`src/rtl/sram_stream_reader.sv`:
```
`default_nettype none
// ============================================================================
//  Module   : sram_stream_reader
//  Purpose  : Read-side streamer for the 64-bit dual-port solver SRAM.
//             On a start command it reads consecutive words from port B,
//             beginning at base_addr. Each word is split into two HBITS
//             elements, low half first. The elements go out on a
//             valid/ready stream. A 2-entry word FIFO absorbs the SRAM's
//             1-cycle read latency and downstream backpressure.
//  Revision : 1.0  initial release
// ----------------------------------------------------------------------------
//  Ports
//    CLK        in   clock, rising edge (shared with the SRAM)
//    RST        in   asynchronous active-high reset
//    start      in   command strobe, sampled only while idle
//    base_addr  in   first word address, latched on accepted start
//    len        in   element count, latched on accepted start
//    abort      in   (SRAM_STREAM_READER_ABORT_EN only) cancel running command
//    busy       out  high from accepted start until final element handshake
//    done       out  one-cycle completion pulse
//    CENB       out  SRAM port-B enable, active low (registered)
//    WENB       out  constant 2'b11, port B only reads
//    AB         out  SRAM port-B address (registered)
//    DB         out  constant 0
//    QB         in   SRAM port-B read data, valid the cycle after CENB low
//    o_data     out  element data
//    o_valid    out  element valid
//    o_ready    in   consumer ready
//    o_last     out  marks the final element of a command
// ----------------------------------------------------------------------------
//  Build option
//    SRAM_STREAM_READER_ABORT_EN : when defined, adds the abort input.
//    Without it, every accepted command runs to completion.
// ============================================================================
module sram_stream_reader #(
    parameter int BITS       = 64,
    parameter int HBITS      = BITS / 2,
    parameter int ADDR_WIDTH = 13,
    parameter int LEN_WIDTH  = ADDR_WIDTH + 2
) (
    input  logic                  CLK,
    input  logic                  RST,
    input  logic                  start,
    input  logic [ADDR_WIDTH-1:0] base_addr,
    input  logic [LEN_WIDTH-1:0]  len,
`ifdef SRAM_STREAM_READER_ABORT_EN
    input  logic                  abort,
`endif
    output logic                  busy,
    output logic                  done,
    output logic                  CENB,
    output logic [1:0]            WENB,
    output logic [ADDR_WIDTH-1:0] AB,
    output logic [BITS-1:0]       DB,
    input  logic [BITS-1:0]       QB,
    output logic [HBITS-1:0]      o_data,
    output logic                  o_valid,
    input  logic                  o_ready,
    output logic                  o_last
);

    // ------------------------------------------------------------------
    // State encoding
    // ------------------------------------------------------------------
    localparam logic [0:0] ST_IDLE = 1'b0;
    localparam logic [0:0] ST_RUN  = 1'b1;

    logic [0:0]            state_q, state_d;

    // Read issue side
    logic                  cenb_q, cenb_d;
    logic [ADDR_WIDTH-1:0] ab_q, ab_d;
    logic [ADDR_WIDTH-1:0] addr_q, addr_d;          // next address to issue
    logic [LEN_WIDTH-1:0]  words_rem_q, words_rem_d; // words not yet issued
    logic                  cap_q, cap_d;             // QB carries a word this cycle

    // Emit side
    logic [LEN_WIDTH-1:0]  elem_rem_q, elem_rem_d;   // elements not yet accepted
    logic                  done_q, done_d;

    // 2-entry word FIFO
    logic [BITS-1:0]       fifo0_q, fifo0_d;
    logic [BITS-1:0]       fifo1_q, fifo1_d;
    logic                  wr_ptr_q, wr_ptr_d;
    logic                  rd_ptr_q, rd_ptr_d;
    logic [1:0]            count_q, count_d;
    logic                  half_q, half_d;           // 0: low half next, 1: high half next

    // Combinational helpers
    logic                  w_abort;
    logic                  w_accept;
    logic                  w_zero_cmd;
    logic                  w_hs;
    logic                  w_last;
    logic                  w_pop;
    logic                  w_final;
    logic                  w_issue_run;
    logic                  w_issue;
    logic [2:0]            w_occ_after;
    logic [2:0]            w_inflight;
    logic [LEN_WIDTH:0]    w_len_p1;
    logic [LEN_WIDTH-1:0]  w_words;
    logic [BITS-1:0]       w_head;

`ifdef SRAM_STREAM_READER_ABORT_EN
    assign w_abort = abort & (state_q == ST_RUN);
`else
    assign w_abort = 1'b0;
`endif

    // ------------------------------------------------------------------
    // Command decode
    // ------------------------------------------------------------------
    assign w_accept   = (state_q == ST_IDLE) & start & (len != '0);
    assign w_zero_cmd = (state_q == ST_IDLE) & start & (len == '0);

    // words = ceil(len/2); one extra bit keeps len+1 from overflowing
    assign w_len_p1 = {1'b0, len} + {{LEN_WIDTH{1'b0}}, 1'b1};
    assign w_words  = w_len_p1[LEN_WIDTH:1];

    // ------------------------------------------------------------------
    // Stream handshake and FIFO pop
    // ------------------------------------------------------------------
    assign w_hs    = o_valid & o_ready;
    assign w_last  = (elem_rem_q == LEN_WIDTH'(1));
    // A word leaves after its high half, or after its low half when that
    // low half is the final element of an odd-length command.
    assign w_pop   = w_hs & (half_q | w_last);
    assign w_final = w_hs & w_last & ~w_abort;

    // ------------------------------------------------------------------
    // Read issue
    // Occupancy is counted after this cycle's pop. Otherwise a word that
    // leaves this cycle would still block the next read, which would put
    // a bubble in the stream every other word.
    // ------------------------------------------------------------------
    assign w_occ_after = {1'b0, count_q} - {2'b00, w_pop};
    assign w_inflight  = {2'b00, ~cenb_q} + {2'b00, cap_q};
    assign w_issue_run = (state_q == ST_RUN) & ~w_abort & (words_rem_q != '0)
                       & ((w_occ_after + w_inflight) < 3'd2);
    // The first read goes out on the accepting edge itself.
    assign w_issue     = w_accept | w_issue_run;

    // ------------------------------------------------------------------
    // FSM: state register
    // ------------------------------------------------------------------
    always_ff @(posedge CLK or posedge RST) begin
        if (RST) begin
            state_q <= ST_IDLE;
        end else begin
            state_q <= state_d;
        end
    end

    // ------------------------------------------------------------------
    // FSM: next state
    // ------------------------------------------------------------------
    always_comb begin
        state_d = state_q;
        case (state_q)
            ST_IDLE: begin
                if (w_accept) begin
                    state_d = ST_RUN;
                end
            end
            ST_RUN: begin
                if (w_abort || w_final) begin
                    state_d = ST_IDLE;
                end
            end
            default: state_d = ST_IDLE;
        endcase
    end

    // ------------------------------------------------------------------
    // FSM: outputs
    // ------------------------------------------------------------------
    always_comb begin
        busy    = (state_q == ST_RUN);
        o_valid = (state_q == ST_RUN) & (count_q != 2'd0);
        o_last  = (state_q == ST_RUN) & (count_q != 2'd0) & w_last;
    end

    assign w_head = rd_ptr_q ? fifo1_q : fifo0_q;
    assign o_data = half_q ? w_head[BITS-1:HBITS] : w_head[HBITS-1:0];

    assign done = done_q;
    assign CENB = cenb_q;
    assign AB   = ab_q;
    assign WENB = 2'b11;
    assign DB   = '0;

    // ------------------------------------------------------------------
    // Datapath next-state
    // ------------------------------------------------------------------
    always_comb begin
        cenb_d      = ~w_issue;
        ab_d        = ab_q;
        addr_d      = addr_q;
        words_rem_d = words_rem_q;
        elem_rem_d  = elem_rem_q;
        // A read issued in the abort cycle is not captured.
        cap_d       = ~cenb_q & ~w_abort;
        done_d      = w_zero_cmd | w_final;

        if (w_accept) begin
            ab_d        = base_addr;
            addr_d      = base_addr + ADDR_WIDTH'(1);
            words_rem_d = w_words - LEN_WIDTH'(1);
            elem_rem_d  = len;
        end else if (w_abort) begin
            words_rem_d = '0;
            elem_rem_d  = '0;
        end else begin
            if (w_issue_run) begin
                ab_d        = addr_q;
                // Natural wrap at 2**ADDR_WIDTH
                addr_d      = addr_q + ADDR_WIDTH'(1);
                words_rem_d = words_rem_q - LEN_WIDTH'(1);
            end
            if (w_hs) begin
                elem_rem_d = elem_rem_q - LEN_WIDTH'(1);
            end
        end
    end

    // ------------------------------------------------------------------
    // FIFO next-state
    // ------------------------------------------------------------------
    always_comb begin
        fifo0_d  = fifo0_q;
        fifo1_d  = fifo1_q;
        wr_ptr_d = wr_ptr_q;
        rd_ptr_d = rd_ptr_q;
        count_d  = count_q;
        half_d   = half_q;

        if (w_abort || w_final) begin
            // Leave the buffer clean for the next command.
            wr_ptr_d = 1'b0;
            rd_ptr_d = 1'b0;
            count_d  = 2'd0;
            half_d   = 1'b0;
        end else begin
            if (cap_q) begin
                if (wr_ptr_q) begin
                    fifo1_d = QB;
                end else begin
                    fifo0_d = QB;
                end
                wr_ptr_d = ~wr_ptr_q;
            end
            if (w_pop) begin
                rd_ptr_d = ~rd_ptr_q;
                half_d   = 1'b0;
            end else if (w_hs) begin
                half_d   = 1'b1;
            end
            count_d = count_q + {1'b0, cap_q} - {1'b0, w_pop};
        end
    end

    // ------------------------------------------------------------------
    // Datapath and FIFO registers
    // ------------------------------------------------------------------
    always_ff @(posedge CLK or posedge RST) begin
        if (RST) begin
            cenb_q      <= 1'b1;
            ab_q        <= '0;
            addr_q      <= '0;
            words_rem_q <= '0;
            elem_rem_q  <= '0;
            cap_q       <= 1'b0;
            done_q      <= 1'b0;
            fifo0_q     <= '0;
            fifo1_q     <= '0;
            wr_ptr_q    <= 1'b0;
            rd_ptr_q    <= 1'b0;
            count_q     <= 2'd0;
            half_q      <= 1'b0;
        end else begin
            cenb_q      <= cenb_d;
            ab_q        <= ab_d;
            addr_q      <= addr_d;
            words_rem_q <= words_rem_d;
            elem_rem_q  <= elem_rem_d;
            cap_q       <= cap_d;
            done_q      <= done_d;
            fifo0_q     <= fifo0_d;
            fifo1_q     <= fifo1_d;
            wr_ptr_q    <= wr_ptr_d;
            rd_ptr_q    <= rd_ptr_d;
            count_q     <= count_d;
            half_q      <= half_d;
        end
    end

endmodule
`default_nettype wire

```
`config.mk`:
```
export PLATFORM = sky130hd
export DESIGN_NAME = sram_stream_reader
export DESIGN_NICKNAME = d
export VERILOG_FILES = /design/src/rtl/sram_stream_reader.sv
export SDC_FILE = /design/constraint.sdc
export NUM_CORES = 1
export LEC_CHECK = 0
export BUFFER_PORTS_ARGS = -buffer_cell sky130_fd_sc_hd__buf_2
export CAP_MARGIN = 40
export CORE_MARGIN = 2
export CORE_UTILIZATION = 49
export CTS_BUF_LIST = sky130_fd_sc_hd__clkbuf_8 sky130_fd_sc_hd__clkbuf_16
export CTS_CLUSTER_DIAMETER = 120
export CTS_CLUSTER_SIZE = 16
export DETAILED_ROUTE_END_ITERATION = 7
export PLACE_DENSITY = 0.72
export SYNTH_ARGS = -nofsm -noshare
export SYNTH_HDL_FRONTEND = slang
export SYNTH_SLANG_ARGS = --single-unit
export TNS_END_PERCENT = 50
```
`constraint.sdc`:
```
create_clock -name CLK -period 11.5 [get_ports CLK]
set_clock_uncertainty 0.05 [all_clocks]
set_input_delay 3.45 -clock CLK [delete_from_list [all_inputs] [get_ports CLK]]
set_output_delay 3.45 -clock CLK [all_outputs]
set_load 0.005 [all_outputs]
```
Word level (Yosys, flattened, before mapping)
Cells that the tools add are included.
Word-level totals
  register bits after elaboration: 193
  input port bits: 96
  logic and storage cells: 78
  output and inout port bits: 116
Operators by class
  bitwise logic cells: 19
  add/subtract/negate cells: 11
  equal/unequal tests: 1
  reductions and logical operators: 11
  $lt $le $gt $ge: 1
  multiplexer cells: 21
Operator list (number)
  64-bit two-way mux: 1
  15-bit two-way mux: 4
  13-bit two-way mux: 4
  15-bit by 1-bit subtractor with 15-bit output, second input constant: 3
  32-bit two-way mux: 1
  15-bit nonzero test: 2
  13-bit by 1-bit adder with 13-bit output, second input constant: 2
  15-bit by 1-bit adder with 16-bit output, second input constant: 1
  15-bit by 1-bit equality test with 1-bit output, second input constant: 1
  15-bit zero test: 1
  1-bit AND: 10
  2-bit nonzero test: 5
  1-bit two-way mux: 9
  1-bit NOT: 6
  3-bit AND reduction: 2
  3-bit by 2-bit adder with 3-bit output: 1
  3-bit by 2-bit less-than comparator with 1-bit output, second input constant: 1
  1-bit bitwise OR: 3
  3-bit nonzero test: 1
  2-bit by 1-bit subtractor with 3-bit output: 1
  1-bit by 1-bit adder with 2-bit output: 1
  2-bit by 1-bit adder with 2-bit output: 1
  2-bit two-way mux: 1
  1-bit one-hot mux with 2 select lines: 1
  2-bit by 1-bit subtractor with 2-bit output: 1

Logic depth before layout (Yosys ltp)
Gate-level depths: netlist of the first run.
  word-level depth: 10
  depth in mapped cells: 18
  mapped depth without buffers: 17

Worst setup path before layout of the first run
OpenSTA, ideal clock, no wires.
  path type: input to register
  start: in o_ready
  end: reg addr_q[12]
  setup slack: 5.174 ns
  data arrival time: 6.138 ns
  required time: 11.312 ns
  library setup time: 0.138 ns
  stages: 16
  path buffers: 1
  path through: and2_1 > nand2_1 > nand2_1 > ha_1 > inv_1 > ha_1 > a21o_1 > fa_1 > xor2_1 > nand3b_1 > a31oi_1 > clkbuf_1 > o211ai_1 > nor4_1 > xnor2_1 > mux2i_1
Between the ends
  cells in the longest elaborated chain, start to end: 7
RTL lines
  start: declaration: RTL line 58  | input logic o_ready,
  1-bit AND: RTL line 124  | assign w_hs = o_valid & o_ready;
  1-bit AND: RTL line 128  | assign w_pop = w_hs & (half_q | w_last);
  2-bit by 1-bit subtractor with 3-bit output: RTL line 137  | assign w_occ_after = {1'b0, count_q} - {2'b00, w_pop};
  3-bit by 2-bit adder with 3-bit output: RTL line 140  | & ((w_occ_after + w_inflight) < 3'd2);
  3-bit by 2-bit less-than comparator with 1-bit output: RTL line 140
  1-bit AND: RTL line 140
  2-bit nonzero test (no source line)
  end signal: assignment: RTL line 284  | addr_q <= addr_d;
  end: declaration: RTL line 73  | logic [ADDR_WIDTH-1:0] addr_q, addr_d;
Every way passes these cells.
A chain may end at the register's enable or synchronous reset.

Worst setup path in the final report of the first run
  start: in len[0]
  end: reg words_rem_q[10]
Between the ends
  cells in the longest elaborated chain, start to end: 3
  elaborated cells between the ends (all ways): 6
  those cells by class: add/sub: 2; mux: 1; bitwise: 1; reduce/logical: 2
RTL lines
  start: declaration: RTL line 45  | input logic [LEN_WIDTH-1:0] len,
  15-bit by 1-bit adder with 16-bit output / 15-bit nonzero test (equally long branches): RTL line 118, 114
  15-bit by 1-bit subtractor with 15-bit output / 1-bit AND (equally long branches): RTL line 209, 114
  15-bit two-way mux / 2-bit nonzero test (equally long branches)
  end signal: assignment: RTL line 285  | words_rem_q <= words_rem_d;
  end: declaration: RTL line 74  | logic [LEN_WIDTH-1:0] words_rem_q, words_rem_d;
Several ways; a longest one is shown, not always the timed one.

==> results_dict.tcl, run 1 <==
set metrics [dict create \
    synth_mux_area_share_pct 22.2 \
    r2r-end "words_rem_q[6]" \
    yosys.cell_types.count 72 \
    sequentialPowerShare_pct 38.7 \
    track_usage_pct 20.1 \
    rsz0062_at_grt "no" \
    ios 212 \
    areaGrowthSynthToFinish_pct 11.2 \
    path_common_cell "ha_1" \
    finalWorstSetupSlack_ns 5.12 \
    cts_setup_buffers 0 \
    syn_area_per_cell_um2 11.7 \
    stdcell_count 1316 \
    post_cts_resized 0 \
    drive_above_1_share_pct 34.6 \
    synth_compound_area_share_pct 6.06 \
    start_kind "primary input" \
    initial_core_util_pct 50.2 \
    critPathTopFamily "compound AO/OA/AOI/OAI gates" \
    hp-start "fifo0_q[44]" \
    seqCellArea_um2 4830 \
    p_switching_uw 1150 \
    slowest_stage "buf_4" \
    leakage_uw 0.00516 \
    fmax_ghz 0.157 \
    grt_start_max_net_pins 115 \
    end_kind "register" \
    drv_slew 0 \
    grt_pass1_vias 7227 \
    worstPathCellList "buf_2 -> inv_1 -> ha_1 -> nor4b_2 -> and4_1 -> nor2_4 -> buf_4 -> mux2i_1 -> ha_1 -> o211a_1 -> a31oi_1 -> o21a_1 -> o31ai_1" \
    whs_endpoint "fifo0_q[44]" \
    post-route-period-util_pct 55.5 \
    grt_overflow 0 \
    multi_input_area_um2 5160 \
    status "completed" \
    hpwl_um 15800 \
    post_drt_wl_per_cell_um 17.1 \
    hp-class "reg2reg" \
    route.detailed.drc 0 \
    crit_path_max_incr_delay_ns 0.44 \
    nFillCells 1863 \
    hold_violations 0 \
    dr.pass1.iters 5 \
    hold_slack_ns 0.439 \
    num_rows 53 \
    viasPerCell 5.48 \
    yosysWarnings 0 \
    synth_fa_ha_area_share_pct 1.37 \
    combPwrFrac_pct 43.8 \
    io_buffers 145 \
    clk_pin_slew_ns 0.08 \
    internal_power_uw 2070 \
    clk_latency_ns 0.43 \
    crit_buf_inv 3 \
    critPathKind "in2reg" \
    die_w_um 151 \
    vias 7208 \
    pre_cts_ws_ns 4.73 \
    final_cell_area_um2 11800 \
    fin_setup_tns_ns 0 \
    ir_worst_vdd_uv 149 \
    ant_nets 0 \
    setup_viol 0 \
    cts_max_level 4 \
    clkPwrFrac_pct 17.5 \
    r2r_slack_ns 7.06 \
    synthArstFlopShare_pct 100 \
    placed_cell_area_um2 11300 \
    hold_buffers 0 \
    synth.cell_area_um2 10600 \
    antenna_found_initial 0 \
    cp.arrival_ns 6.67 \
    ys_ff_latch 193 \
    diodes 0 \
    fin_nets 1136 \
    slew_headroom_pct 41.2 \
    drt_iter0_drc 386 \
    wirelength_um 22500 \
    synthFlopType "dfrtp_1" \
    maxCapViolCount 0 \
    yosysSeqAreaShare_pct 45.5 \
    synth-xor-area-share_pct 5.11 \
    dieArea_um2 22900 \
    synth_cells 908 \
    min_period_ns 6.38 \
    final_cell_mix "191 x dfrtp_1, 145 x buf_2, 119 x mux2_2, 82 x nand2_1, 66 x conb_1" \
    synth_simple_gate_area_share_pct 11.5 \
    synth_top_family_by_area "multiplexers" \
    placed_cells 1285 \
    crit_required_ns 11.80 \
    cts_sinks 193 \
    die_y_um 151 \
    synth_edf_count 0 \
    core_um2 21200 \
    cts_tree "yes" \
    switching_share_pct 35.7 \
    rr_worst_depth 17 \
    gp_congestion 0.874 \
    p_per_area_nw_per_um2 273 \
    crit_fanout 35 \
    hold_path_depth 1 \
    clock-root-buffer "clkbuf_16" \
    layout.cells.most_common "dfrtp_1" \
    grt_pass1_wl_um 36500 \
    crit-reg2reg-launch "elem_rem_q[6]" \
    cts_buffers 17 \
    worst_slew_pin_slew_ns 0.882 \
    cts.path.max_buffers 2 \
]
## power groups by stage
| stage | clock network [uW] | registers, uW | logic, uW |
|---|---|---|---|
| finish | 562 | 1250 | 1410 |
| global route | 607 | 1290 | 1570 |
| CTS | 581 | 1250 | 1430 |
| detailed placement | 0 | 1250 | 1430 |
| global placement | 0 | 1240 | 1380 |
| floorplan | 0 | 1180 | 1100 |
## synth_stat cells, types with 14 or more instances
library cell	n	share of area, %
nand3_1	21	0.99
nor3_1	16	0.75
mux4_2	32	6.8
buf_4	69	4.9
xnor2_1	41	3.4
mux2_2	119	13
o21ai_0	20	0.94
nor4_1	14	0.82
buf_6	14	1.5
xor2_1	21	1.7
mux2i_1	18	1.7
nand2_1	83	2.9
nor2_1	43	1.5
a21oi_1	16	0.75
dfrtp_1	192	45
clkbuf_1	19	0.67
a31oi_1	14	0.82
## worst max-delay path by stage
stage	from	endpoint	slack (ns)	cells after the start
after floorplan	RST	AB[0]	2.75	1
after global placement	len[0]	addr_q[12]	4.71	13
after detailed placement	len[0]	words_rem_q[10]	4.73	13
after CTS	len[0]	words_rem_q[10]	5.18	13
after global routing	o_ready	words_rem_q[6]	4.91	16
final	len[0]	words_rem_q[10]	5.12	13
## worst register-to-register path, stage by stage (launching register included)
cell      delay [ns]
dfrtp_1         0.42
or3_4           0.41
or2_4           0.27
nor3_4          0.25
nand4_2         0.24
nand2_1         0.16
ha_1            0.24
inv_1           0.06
ha_1            0.22
a21o_1          0.17
fa_1            0.38
xor2_1          0.14
nand3b_1        0.12
a31o_2          0.41
nand2_1         0.31
clkinv_1        0.27
nand2_1         0.12
o21ai_0         0.09
## registers in the layout, summed over array words and instances (netlist names), 2 cells and up
signal	cells
AB	13
elem_rem_q	15
addr_q	13
count_q	2
words_rem_q	15
fifo1_q	64
fifo0_q	64
## metrics by stage
step,util [%],total power (uW)
after global placement,52.9,2610
after floorplan,-,2280
after CTS,55.8,3260
after global routing,55.8,3470
final,55.8,3220
after detailed placement,53.2,2680
## layer usage
layer	GRT usage, %	wire, um
met3	3.28	1170
met2	33.1	10800
met4	5.42	286
met1	27.9	10200
met5	0	0
## cell type report
type	instances	share of cell area, %
well taps	275	2.91
clock buffers	17	3.60
clock inverters	14	1.05
flip-flops and latches	193	40.9
repair buffers	156	7.29
multi-input cells	647	43.7
inverters	14	0.509
## logic make-up after synthesis
| family | after synthesis |
|---|---|
| AND/OR/NAND/NOR | 235 |
| flip-flops | 193 |
| multiplexers | 179 |
| buffers and inverters | 132 |
| AO/OA/AOI/OAI | 94 |
| XOR/XNOR | 62 |
| adder cells (fa/ha/maj) | 11 |
| other | 2 |
(Power assumes the default switching activity.)
==> run 2: changes to the inputs <==
==> constraint.sdc (replaced) <==
create_clock -name CLK -period 6.51 [get_ports CLK]
set_clock_uncertainty 0.05 [all_clocks]
set_input_delay 1.953 -clock CLK [delete_from_list [all_inputs] [get_ports CLK]]
set_output_delay 1.953 -clock CLK [all_outputs]
set_load 0.005 [all_outputs]
==> run 2 against run 1 <==
  * Final cell count is 0.30% higher
  * Critical endpoint is now words_rem_q[14]
  * Sequential power increased by 78%
  * Largest cell class unchanged
  * Highest routed layer unchanged
  * Clock-buffer cell count grew 1
  * Non-clock buffer count grew 2
  * Critical path depth rose by 3
==> results_dict.tcl, run 2 (same netlist as run 1, synthesis figures left out) <==
set metrics [dict create \
    status "completed" \
    grt_pass1_vias 7139 \
    cts_sinks 193 \
    cts_max_level 4 \
    clk_pin_slew_ns 0.07 \
    start_kind "primary input" \
    dieArea_um2 22900 \
    grt_pass1_wl_um 36500 \
    cts.path.max_buffers 2 \
    grt_start_max_net_pins 194 \
    dr.pass1.iters 5 \
    wirelength_um 22300 \
    hp-class "reg2reg" \
    critPathTopFamily "adder cells" \
    post-route-period-util_pct 73.4 \
    placed_cell_area_um2 11300 \
    slowest_stage "a31o_2" \
    fin_nets 1138 \
    areaGrowthSynthToFinish_pct 11.5 \
    ir_worst_vdd_uv 268 \
    nFillCells 1798 \
    core_um2 21200 \
    final_cell_mix "191 x dfrtp_1, 145 x buf_2, 119 x mux2_2, 82 x nand2_1, 66 x conb_1" \
    clock-root-buffer "clkbuf_16" \
    fin_setup_tns_ns 0 \
    final_cell_area_um2 11800 \
    slew_headroom_pct 32.3 \
    io_buffers 145 \
    pre_cts_ws_ns 1.27 \
    cp.arrival_ns 5.03 \
    worstPathCellList "buf_2 -> and2_1 -> nand2_1 -> nand2_1 -> ha_1 -> inv_1 -> ha_1 -> a21o_1 -> fa_1 -> xor2_1 -> nand3b_1 -> a31o_2 -> a211o_1 -> and4bb_1 -> xnor2_1 -> mux2i_1" \
    drive_above_1_share_pct 34.8 \
    antenna_found_initial 1 \
    finalWorstSetupSlack_ns 1.73 \
    hold_violations 0 \
    route.detailed.drc 0 \
    initial_core_util_pct 50.2 \
    placed_cells 1287 \
    hpwl_um 15500 \
    drt_iter0_drc 441 \
    crit_buf_inv 2 \
    rsz0062_at_grt "no" \
    gp_congestion 0.814 \
    p_per_area_nw_per_um2 481 \
    post_drt_wl_per_cell_um 16.9 \
    vias 7233 \
    cts_tree "yes" \
    leakage_uw 0.00517 \
    critPathKind "in2reg" \
    layout.cells.most_common "dfrtp_1" \
    crit_fanout 20 \
    ios 212 \
    post_cts_resized 0 \
    crit_path_max_incr_delay_ns 0.39 \
    die_y_um 151 \
    worst_slew_pin_slew_ns 1.02 \
    end_kind "register" \
    die_w_um 151 \
    fmax_ghz 0.209 \
    cts_setup_buffers 0 \
    ant_nets 0 \
    grt_overflow 0 \
    maxCapViolCount 0 \
    drv_slew 0 \
    hold_buffers 0 \
    track_usage_pct 20.2 \
    reg_top3 "fifo0_q x64, fifo1_q x64" \
    viasPerCell 5.48 \
    min_period_ns 4.78 \
    cts_buffers 17 \
    crit_required_ns 6.76 \
    stdcell_count 1320 \
    clk_latency_ns 0.43 \
    num_rows 53 \
    setup_viol 0 \
]
## run 2: per-layer routing
| metal | vias up | GRT usage (%) | part of all wire [%] | routed length [um] |
|---|---|---|---|---|
| li1 | 3374 | - | - | - |
| met1 | 3615 | 28.1 | 45 | 10100 |
| met2 | 216 | 32.9 | 48 | 10700 |
| met3 | 28 | 3.34 | 5.2 | 1170 |
| met4 | 0 | 5.65 | 1.5 | 329 |
| met5 | - | 0 | 0 | 0 |
## run 2: per-stage QoR
stage               hold WS (ns)  total power, uW  util [%]
floorplan                  0.383             4030         -
global placement           0.416             4610      53.0
detailed placement         0.421             4730      53.2
CTS                        0.443             5770      56.0
global route               0.460             6160      56.0
finish                     0.440             5700      56.0
## run 2: worst paths after layout
check	startpoint	to	slack (ns)	depth (start not counted)
worst max register to register	elem_rem_q[6]	words_rem_q[14]	2.16	17
min in group asynchronous	RST	fifo0_q[2]	1.79	3
worst min-delay path	fifo0_q[46]	fifo0_q[46]	0.44	1
worst min register to register	fifo0_q[46]	fifo0_q[46]	0.44	1
max in group asynchronous	RST	fifo1_q[63]	3.91	3
worst max-delay path	o_ready	words_rem_q[14]	1.73	16
## run 2: cell type report
cell class | instances | area, um2 | share of cell area [%]
clock buffer | 18 | 439 | 3.71
antenna | 1 | 2.50 | 0.0211
inverter | 14 | 56.3 | 0.475
sequential | 193 | 4830 | 40.8
multi-input combinational | 647 | 5160 | 43.6
tap | 275 | 344 | 2.91
timing repair buffer | 158 | 868 | 7.33
clock inverter | 14 | 139 | 1.17
## run 2: report_power, final
group	internal, uW	switching, uW	total (uW)
combinational	1340	1110	2450
clock	521	508	1030
sequential	1820	403	2220
total	3680	2020	5700
==> run 3: changes to the inputs <==
--- a/config.mk
+++ b/config.mk
@@ -5,6 +5,7 @@
 export SDC_FILE = /design/constraint.sdc
 export NUM_CORES = 1
 export LEC_CHECK = 0
+export ABC_AREA = 1
 export BUFFER_PORTS_ARGS = -buffer_cell sky130_fd_sc_hd__buf_2
 export CAP_MARGIN = 40
 export CORE_MARGIN = 2
@@ -13,7 +14,7 @@
 export CTS_CLUSTER_DIAMETER = 120
 export CTS_CLUSTER_SIZE = 16
 export DETAILED_ROUTE_END_ITERATION = 7
-export PLACE_DENSITY = 0.72
+export PLACE_DENSITY = 0.75
 export SYNTH_ARGS = -nofsm -noshare
 export SYNTH_HDL_FRONTEND = slang
 export SYNTH_SLANG_ARGS = --single-unit
==> constraint.sdc (replaced) <==
create_clock -name CLK -period 3.9 [get_ports CLK]
set_clock_uncertainty 0.05 [all_clocks]
set_input_delay 1.17 -clock CLK [delete_from_list [all_inputs] [get_ports CLK]]
set_output_delay 1.17 -clock CLK [all_outputs]
set_load 0.005 [all_outputs]
==> run 3 against run 2 <==
  * Utilization fell by 0.33 points
  * Non-clock buffer count rose by 13
  * Die area up 0.63%
  * Clock-buffer cell count shrank 1
  * Hold slack got worse by 0.014 ns
  * Synthesized area up 0.65%
  * Final cell count increased by 36%
  * Cell area grew 1.6%
  * Clock power grew 66%
  * Synthesized cell count rose by 52%
  * Flip-flop and latch count unchanged
  * Critical path depth rose by 1
  * Critical endpoint is now words_rem_q[3]
==> results_dict.tcl, run 3 <==
set metrics [dict create \
    status "completed" \
    clk_latency_ns 0.43 \
    track_usage_pct 22.2 \
    hold_buffers 0 \
    drv_slew 0 \
    min_period_ns 3.63 \
    layout.cells.most_common "nand2_1" \
    die_y_um 152 \
    cts.path.max_buffers 2 \
    fin_util_pct 55.6 \
    grt_start_max_net_pins 111 \
    clk_pin_slew_ns 0.08 \
    num_rows 54 \
    dieArea_um2 23000 \
    setup_viol 0 \
    route.detailed.drc 0 \
    die_w_um 152 \
    cts_max_level 4 \
    synth_edf_count 0 \
    slowest_stage "fa_1" \
    leakage_uw 0.00626 \
    crit_required_ns 4.19 \
    fmax_ghz 0.276 \
    p_per_area_nw_per_um2 826 \
    synth_area_leader_cell "dfrtp_1" \
    vias 9087 \
    synth_top_area_share_pct 45.0 \
    grt_pass1_vias 8475 \
    crit-reg2reg-launch "elem_rem_q[5]" \
    final_cell_mix "340 x nand2_1, 191 x dfrtp_1, 188 x o21ai_0, 145 x buf_2, 143 x nor2_1" \
    r2r-end "words_rem_q[3]" \
    post-route-period-util_pct 93.0 \
    cp.arrival_ns 3.91 \
    reg_top3 "fifo0_q x64, fifo1_q x64" \
    viasPerCell 5.07 \
    worst_slew_pin_slew_ns 0.681 \
    synthFlopType "dfrtp_1" \
    r2r_slack_ns 0.27 \
    ir_worst_vdd_uv 545 \
    ios 212 \
    wirelength_um 25000 \
    dr.pass1.iters 5 \
    hold_slack_ns 0.426 \
    gp_congestion 0.900 \
    cts_tree "yes" \
    end_kind "register" \
    synth.cell_area_um2 10700 \
    synth_cells 1377 \
    rr_worst_depth 17 \
    fin_setup_tns_ns 0 \
    rsz0062_at_grt "no" \
    ys_top_cells_by_area "dfrtp_1 45%, nand2_1 12%, o21ai_0 8.8%" \
    fin_nets 1607 \
    antenna_found_initial 2 \
    finalWorstSetupSlack_ns 0.272 \
    synthArstFlopShare_pct 100 \
    crit_start "elem_rem_q[5]" \
    grt_pass1_wl_um 41200 \
    worstPathCellList "nor2_1 -> inv_1 -> nor3_1 -> nand4_1 -> a21oi_2 -> ha_1 -> inv_1 -> ha_1 -> a21o_1 -> fa_1 -> nor3_2 -> nand3_2 -> nand2_2 -> buf_12 -> buf_6 -> nor2_1 -> a31oi_1" \
    io_buffers 145 \
    yosysWarnings 0 \
    cts_sinks 193 \
    yosys.cell_types.count 50 \
    hp-class "reg2reg" \
    syn_area_per_cell_um2 7.76 \
    drive_above_1_share_pct 17.6 \
    hp-start "CENB" \
    areaGrowthSynthToFinish_pct 12.6 \
    start_kind "register" \
    initial_core_util_pct 49.4 \
    clock-root-buffer "clkbuf_16" \
    ys_ff_latch 193 \
    crit_fanout 17 \
    maxCapViolCount 0 \
    crit_path_max_incr_delay_ns 0.45 \
    ant_nets 0 \
    post_drt_wl_per_cell_um 13.9 \
    hpwl_um 17200 \
    critPathKind "reg2reg" \
    synth_common_cells "340 x nand2_1, 192 x dfrtp_1, 188 x o21ai_0" \
    yosysSeqAreaShare_pct 45.2 \
    synth_most_common_cell "nand2_1" \
    cp-endpoint "words_rem_q[3]" \
    slew_headroom_pct 54.6 \
    drt_iter0_drc 580 \
    pre_cts_ws_ns -0.197 \
    core_um2 21600 \
    cts_buffers 17 \
    grt_overflow 0 \
    hold_violations 0 \
]
==> run 3: changes by cell type after synthesis, sizes merged, moves of 14 or more <==
cell and change:
o21ai +200, xnor2 -34, mux4 -32, o22ai +31, nor4 -14, nor2 +111
mux2i -18, nand2 +278, mux2 -128, inv +132
==> run 3: cells by family (layout without fill, tap and decap cells) <==
family          Yosys count  after routing  share of synthesized area, %
other cells               2             67                        0.0703
flops                   193            193                          45.2
simple gates            584            584                          23.6
compound gates          290            290                          14.8
mux                       1              1                         0.105
fa+ha+maj                11             11                          1.36
buf+inv                 277            349                          13.3
xor+xnor                 19             19                          1.56
==> run 3: critical path: cells and delay by family (launching register included) <==
family          cells  cell delay (ns)
fa+ha+maj           3             0.92
buf+inv             4             0.44
compound gates      3             0.56
flops               1             0.42
simple gates        7             1.15
==> run 3: cell type report <==
class / count / area (um2)
clock inverter: 15 / 151
multi-input combinational: 971 / 4710
sequential: 193 / 4830
timing repair buffer: 171 / 1010
antenna: 1 / 2.50
fill: 2009 / 9590
inverter: 146 / 554
tap: 280 / 350
clock buffer: 17 / 425
==> run 3: where the power goes <==
| part | internal, uW | switching [uW] | total (uW) | leakage (uW) |
|---|---|---|---|---|
| combinational | 1810 | 2980 | 4800 | 0.00358 |
| clock | 852 | 854 | 1710 | 0.000278 |
| sequential | 2930 | 500 | 3430 | 0.00241 |
| total | 5600 | 4340 | 9930 | 0.00626 |
==> run 3: per-layer routing <==
metal / vias to the layer above / routed length (um) / global-route usage (%)
met3: 22 / 1460 / 3.77
met5: - / 13 / 0
met4: 2 / 226 / 4.58
met1: 4258 / 11300 / 30.0
li1: 4537 / - / -
met2: 268 / 12000 / 37.7
==> run 3: how the worst min path moves through the flow <==
stage | endpoint | cells past startpoint
final | cap_q | 1
after global routing | AB[5] | 2
after CTS | cap_q | 1
after detailed placement | AB[7] | 2
after global placement | AB[6] | 2
after floorplan | cap_q | 1
==> run 3: through the flow <==
| stage | instances | area, um2 | power (uW) |
|---|---|---|---|
| floorplan | 1441 | 10900 | 6840 |
| global placement | 1757 | 11400 | 8000 |
| detailed placement | 1759 | 11400 | 8180 |
| CTS | 1791 | 12000 | 9940 |
| global route | 1794 | 12000 | 10900 |
| finish | 1794 | 12000 | 9930 |
==> run 3: repair_timing <==
item                                   CTS  global route
endpoints found under the hold margin    0             0
setup endpoints to repair                0            35
resized for setup                        0             6
setup buffers                            0             2
